--- config.mk ---
export PLATFORM = sky130hd
export DESIGN_NAME = vdispatch_seq
export DESIGN_NICKNAME = d
export VERILOG_FILES = /design/src/rtl/vdispatch_seq_pkg.sv /design/src/rtl/vdispatch_seq.sv
export SDC_FILE = /design/constraint.sdc
export NUM_CORES = 1
export LEC_CHECK = 0
export CAP_MARGIN = 20
export CORE_AREA = 5 5 48 50
export CTS_CLUSTER_SIZE = 10
export DETAILED_ROUTE_END_ITERATION = 10
export DIE_AREA = 0 0 53 55
export GPL_TIMING_DRIVEN = 0
export PLACE_DENSITY = 0.7
export SLEW_MARGIN = 5
export SYNTH_ARGS = -nofsm -noshare
export SYNTH_HDL_FRONTEND = slang
export SYNTH_SLANG_ARGS = --single-unit
--- constraint.sdc ---
create_clock -name clk -period 1.34 [get_ports clk]
set_input_delay 0.402 -clock clk [delete_from_list [all_inputs] [get_ports clk]]
set_output_delay 0.402 -clock clk [all_outputs]
set_load 0.02 [all_outputs]
--- src/rtl/vdispatch_seq_pkg.sv ---
// vdispatch_seq_pkg: shared state encoding, squash-mask helper and width derivation
package vdispatch_seq_pkg;
    typedef enum logic {IDLE = 1'b0, DRAIN = 1'b1} state_t;
    function automatic int vlw_of(input int log2n);
        return log2n + 1;
    endfunction
    function automatic logic [31:0] squash_mask(input int vl, input int n);
        return ((32'd1 << n) - 32'd1) & ~((32'd1 << vl) - 32'd1);
    endfunction
endpackage

--- src/rtl/vdispatch_seq.sv ---
// vdispatch_seq: load/shift/rotate/squash sequencer for the vector dispatcher shifter
module vdispatch_seq
    import vdispatch_seq_pkg::*;
#(
    parameter int NUMLANES     = 4,
    parameter int LOG2NUMLANES = 2,
    parameter int VLW          = vlw_of(LOG2NUMLANES)
) (
    input  logic                    clk,
    input  logic                    resetn,
    input  logic                    in_valid,
    output logic                    in_ready,
    input  logic [VLW-1:0]          in_vl,
    input  logic                    in_rotate,
    input  logic                    flush,
    output logic                    out_valid,
    input  logic                    out_ready,
    output logic                    out_last,
    output logic [LOG2NUMLANES-1:0] out_idx,
    output logic                    sh_load,
    output logic                    sh_shift,
    output logic                    sh_rotate,
    output logic [NUMLANES-1:0]     sh_squash,
    output logic                    busy
);
    state_t                  r_state, w_next;
    logic [VLW-1:0]          r_count;
    logic [LOG2NUMLANES-1:0] r_idx;
    logic [NUMLANES-1:0]     r_squash;
    logic                    r_rot;
    logic                    w_drain, w_last;
    logic [VLW-1:0]          w_vl_eff;
    logic [NUMLANES-1:0]     w_mask;

    assign w_drain  = (r_state == DRAIN);
    assign w_last   = (r_count == VLW'(1));
    assign w_vl_eff = (in_vl > VLW'(NUMLANES)) ? VLW'(NUMLANES) : in_vl;
    assign w_mask   = NUMLANES'(squash_mask(int'(w_vl_eff), NUMLANES));

    always_ff @(posedge clk) begin
        r_state <= !resetn ? IDLE : w_next;
    end

    // flush wins over a coincident handshake in DRAIN
    always_comb begin
        w_next = w_drain ? ((flush || (sh_shift && w_last)) ? IDLE : DRAIN)
                         : (sh_load ? DRAIN : IDLE);
    end

    always_comb begin
        in_ready  = !w_drain && !flush;
        busy      = w_drain;
        out_valid = w_drain;
        out_last  = w_drain && w_last;
        out_idx   = r_idx;
        sh_load   = in_valid && in_ready && (w_vl_eff != '0);
        sh_shift  = w_drain && out_ready && !flush;
        sh_rotate = w_drain && r_rot;
        sh_squash = r_squash;
    end

    always_ff @(posedge clk) begin
        if (!resetn) begin
            r_count  <= '0;
            r_idx    <= '0;
            r_squash <= '0;
            r_rot    <= 1'b0;
        end else if (sh_load) begin
            r_count  <= w_vl_eff;
            r_idx    <= '0;
            r_squash <= w_mask;
            r_rot    <= in_rotate;
        end else if (w_drain && flush) begin
            r_count  <= '0;
            r_squash <= '0;
        end else if (sh_shift) begin
            r_count  <= r_count - VLW'(1);
            r_idx    <= r_idx + LOG2NUMLANES'(1);
            r_squash <= w_last ? '0 : r_squash;
        end
    end
endmodule
# After elaboration in Yosys (flattened, before gate mapping)
# Index checks and enable logic that the tools add are counted.
totals:
  register_bits: 11
  inputBits: 9
  output_inout_bits: 13
  word_cells: 43
op_classes:
  n_addsub: 3
  n_lt_le_gt_ge: 1
  n_eq_ne: 1
  shifts: 1
  mux: 11
  bitwise_logic: 3
  reduce_logical: 18
op_table:
  columns: ["op", "n"]
  rows:
  - ["$mux 4", 4]
  - ["$mux 3", 4]
  - ["$logic_and 1x1->1", 9]
  - ["$reduce_bool 3->1", 3]
  - ["$not 4->4", 1]
  - ["$reduce_and 2->1", 2]
  - ["$shl 1x3->4 const A", 1]
  - ["$sub 4x1->4 const B", 1]
  - ["$eq 3x1->1 const B", 1]
  - ["$gt 3x3->1 const B", 1]
  - ["$mux 1", 3]
  - ["$sub 3x1->3 const B", 1]
  - ["$add 2x1->2 const B", 1]
  - ["$logic_not 1->1", 2]
  - ["$not 1->1", 2]
  - ["$reduce_or 2->1", 1]
  - ["$logic_or 1x1->1", 1]

# Logic depth before layout (Yosys ltp)
depth:
  depth_word: 6
  ltp_mapped: 5

# Worst setup path after synthesis
# Ideal clock, no wire load.
synth_timing:
  kind: "flip-flop to output port"
  from: "register r_state (netlist: busy)"
  to: "output port sh_shift"
  arrival_time_ns: 1.009
  t_required_ns: 0.938
  path_slack_ns: -0.071
  path_stages_with_launch: 4
  n_path_buf: 1
  path_cell_list: "dfxtp_1 -> buf_6 -> nand3b_1 -> inv_1"
synth_between:
  elab_chain_cells: 2
synth_rtl:
  columns: ["item", "line", "source"]
  rows:
  - ["from (decl)", "vdispatch_seq.sv:26", "state_t r_state, w_next;"]
  - ["from (signal assigned)", "vdispatch_seq.sv:41", "r_state <= !resetn ? IDLE : w_next;"]
  - ["$logic_and 1x1->1 (2 in series)", "vdispatch_seq.sv:57", "sh_shift = w_drain && out_ready && !flush;"]
  - ["to (decl)", "vdispatch_seq.sv:21", "output logic sh_shift,"]
# Every way passes these cells.

# Worst setup path in the final report
layout_timing:
  from: "register r_state (netlist: busy)"
  to: "output port sh_load"
layout_between:
  elab_chain_cells: 4
layout_rtl:
  columns: ["item", "line", "source"]
  rows:
  - ["$logic_not 1->1", "vdispatch_seq.sv:51", "in_ready = !w_drain && !flush;"]
  - ["$logic_and 1x1->1", "vdispatch_seq.sv:51", null]
  - ["$logic_and 1x1->1 (2 in series)", "vdispatch_seq.sv:56", "sh_load = in_valid && in_ready && (w_vl_eff != '0);"]
  - ["to (decl)", "vdispatch_seq.sv:20", "output logic sh_load,"]
# Every way passes these cells.

==> impl_results.md <==
- Gr usage total: 13.42%
- Pre-antenna DRT Iters: 4
- Critical Path End Type: output pin
- Worst Path Arrival: roughly 1.2 ns
- Asr flop ratio synth: 0%
- R2R Path Start: busy$_SDFF_PN0_
- Flop pwr share: 41.3%
- Min-Delay Path Class: in -> reg
- Post-route setup slack: -0.3029 ns
- Core Region: 0.001862 mm2
- Power share of the clock group: a little over a quarter
- Port Buf Inserts: 20
- DP HPWL: about 1200 um
- Hold EP: r_count[2]$_SDFFE_PN0P_
- Post-placement cell count: 122
- Sw frac: 30.47%
- VDD IR max: 0.0005604 V
- FF+latch count, synth: 11
- Grt total ovfl: 0
- Initial DRC Count: 11
- Pin count of the biggest net entering global routing: 11
- Cells after Synth: 75
- Final nets: 128
- Num rows: 16
- CTS tree: built
- Vias in the first global route: 648
- Syn nets: 86
- Clock transition at the registers of the reported paths: 0.07 ns
- GPL Wtd Cong: 0.7937
- Area of the multi-input gates: 471.7 um2
- Final setup fails: 14
- Non-filler cells, final: 143
- Max Slew Vio Count: 0
- Max_cap viols: 0
- Vias per cell: ~4.9
- Number of CTS-inserted buffers: 3
- Fillcell total: 169
- Hold path depth: 3
- Clock skew: 0.008830 ns
- Initial antenna violation count: 0
- Relative slew slack: 75.76%
- Period minus WS final: roughly 1.6 ns
- Startpoint Class: register
- Final TNS setup: -1.578 ns
- Synth Flop Type: dfxtp_1
- Area of the mapped netlist: 675.6 um2
- Crit path largest cell delay: 0.33 ns
- Hold Buf Count CTS: 0
- Synth-to-layout area growth: 67.41%
- Tcrit/Tclk final: 122.6%
- Worst reg-to-reg path cell count: 5
- Status: complete, but fails checks
- Most frequent cells in the layout: buf_4 (16), inv_1 (10), buf_6 (9), dfxtp_1 (9), nand2_1 (6)
- Distinct cell type count after synthesis: 35
- Beginning of the worst hold path: in_vl[2]
- Post-synthesis sequential area ratio: 32.59%
- Sw Pwr: 0.2612 mW
- Crit-path most repeated cell: buf_6
- R2R Setup Slk: -0.08 ns
- Commonest non-fill, non-tap cell in the layout: buf_4
- Sequence of cells on the critical path: buf_6, nor3b_4, nand2_2, inv_4, buf_6
- Die width: 53 um
- CTS sink cnt: 11
- CTS H-tree depth: 1
- Kind of critical path: reg -> out
- First-pass GRT wire length: between 2000 and 3000 um
- Required @ worst endpoint: around 0.94 ns
- Via count: 694
- Pre-CTS WS: -1.171 ns
- Root buf cell: clkbuf_4
- Failing checks: negative setup slack
- Antenna Nets Post-Route: 0
- Top Ports: 22
- Ratio of cells with drive above 1 in the final layout: 53.45%
- Final hold slack: 0.4521 ns
- Cell leakage power: ~0.46 nW
- Syn avg cell area: ~9 um2
- WL final: 1951 um
- Synth warn: 0
- N_diodes: 0
- Internal power: between 0.5 and 0.6 mW
- Upper clock frequency limit: around 0.61 GHz
- Die Y: approximately 55 um
- Crit Reg-Reg Endpoint: r_count[1]$_SDFFE_PN0P_
- Worst-Margin Slew: 0.3624 ns
- Sequential Area: 222.7 um2
- Fin. Hold Viols: 0
- DRC Markers: 0
- Post-layout power: 0.8571 mW
- Post-synth EDFFs: 0
- Worst skew pair latency: 0.28 ns
- RSZ-0062 raised after global routing: true
- Power Dens Cells: 757.8 mW/mm2
- Critical-path maximum fanout: 6
- CTS max path bufs: 2
- Worst path slowest cell: dfxtp_2
- Starting density of the core: about 36%
- Full die area: a little under 0.003 mm2
- Combinational share of power: a little under a third
- Mean routed wirelength per cell: 13.64 um
cells in the mapped netlist (2+ instances only):
master / count / area [um2]
a211oi_1: 2 / 15.01
a21oi_1: 2 / 10.01
a221oi_1: 2 / 17.52
buf_6: 2 / 22.52
dfxtp_1: 11 / 220.2
ha_1: 2 / 25.02
inv_1: 11 / 41.29
nand2_1: 6 / 22.52
nor2_1: 3 / 11.26
nor3_1: 3 / 15.01
o21ai_1: 2 / 10.01
o221ai_1: 3 / 26.28
o32ai_1: 3 / 26.28
xor2_1: 2 / 17.52
cell type report:
cell class | instances | share of cell area, %
timing repair buffer | 37 | 26.11
buffer | 3 | 2.987
multi-input combinational | 49 | 41.70
clock buffer | 4 | 2.323
tap | 27 | 2.987
inverter | 12 | 4.204
sequential | 11 | 19.69
state kept, by name, indices dropped and copies added (netlist names):
name,cells
r_rot,1
busy,1
out_idx,2
r_count,3
sh_squash,4
routing by layer:
metal / share of wire (%) / global-route usage (%) / up-vias
li1: - / - / 351
met1: 41 / 15.37 / 318
met2: 51 / 21.69 / 19
met3: 5.2 / 5.094 / 6
met4: 2.1 / 7.234 / 0
met5: 0 / 0 / -
worst max path at each step:
stage                          startpoint      end  slack (ns)  depth (start not counted)
after global routing      busy$_SDFF_PN0_  sh_load       -0.35                          5
after CTS                 busy$_SDFF_PN0_  sh_load       -0.27                          5
final                     busy$_SDFF_PN0_  sh_load       -0.30                          5
after global placement           in_vl[0]  sh_load       -1.15                          5
after floorplan                     flush  sh_load       -0.04                          4
after detailed placement         in_vl[0]  sh_load       -1.17                          5
power by group through the flow:
stage          sequential (mW)  clock (mW)  combinational (mW)
2_1_floorplan            0.364           0               0.115
3_3_place_gp             0.359           0               0.194
3_5_place_dp             0.360           0               0.198
4_1_cts                  0.353       0.234               0.236
5_1_grt                  0.356       0.253               0.293
6_report                 0.354       0.230               0.273
critical path: cells and delay by family, from the launching register on:
kind	cells	cell delay (ns)
and+or+nand+nor	2	0.34
DFF	1	0.33
buffers and inverters	3	0.30
kinds of logic (layout without fill, tap and decap cells):
group	count (synthesis)	after routing	synth area share (%)
compound gates	19	19	21.85
xor+xnor	3	3	3.890
fa+ha+maj	2	2	3.703
buf+inv	15	56	11.11
flops	11	11	32.59
simple gates	25	25	26.85
per-stage QoR:
stage               util (%)  instance area (um2)
detailed placement     49.26                917.1
global placement       49.26                917.1
CTS                    56.32                 1049
global route           60.75                 1131
floorplan                  -                683.2
finish                 60.75                 1131
timing repair:
action,in CTS,in global routing
gates cloned,0,0
pin swaps,9,9
buffers inserted,11,7
gates resized for setup,74,19
setup endpoints to repair,24,19
No activity file was read; power rests on OpenSTA's default activity.
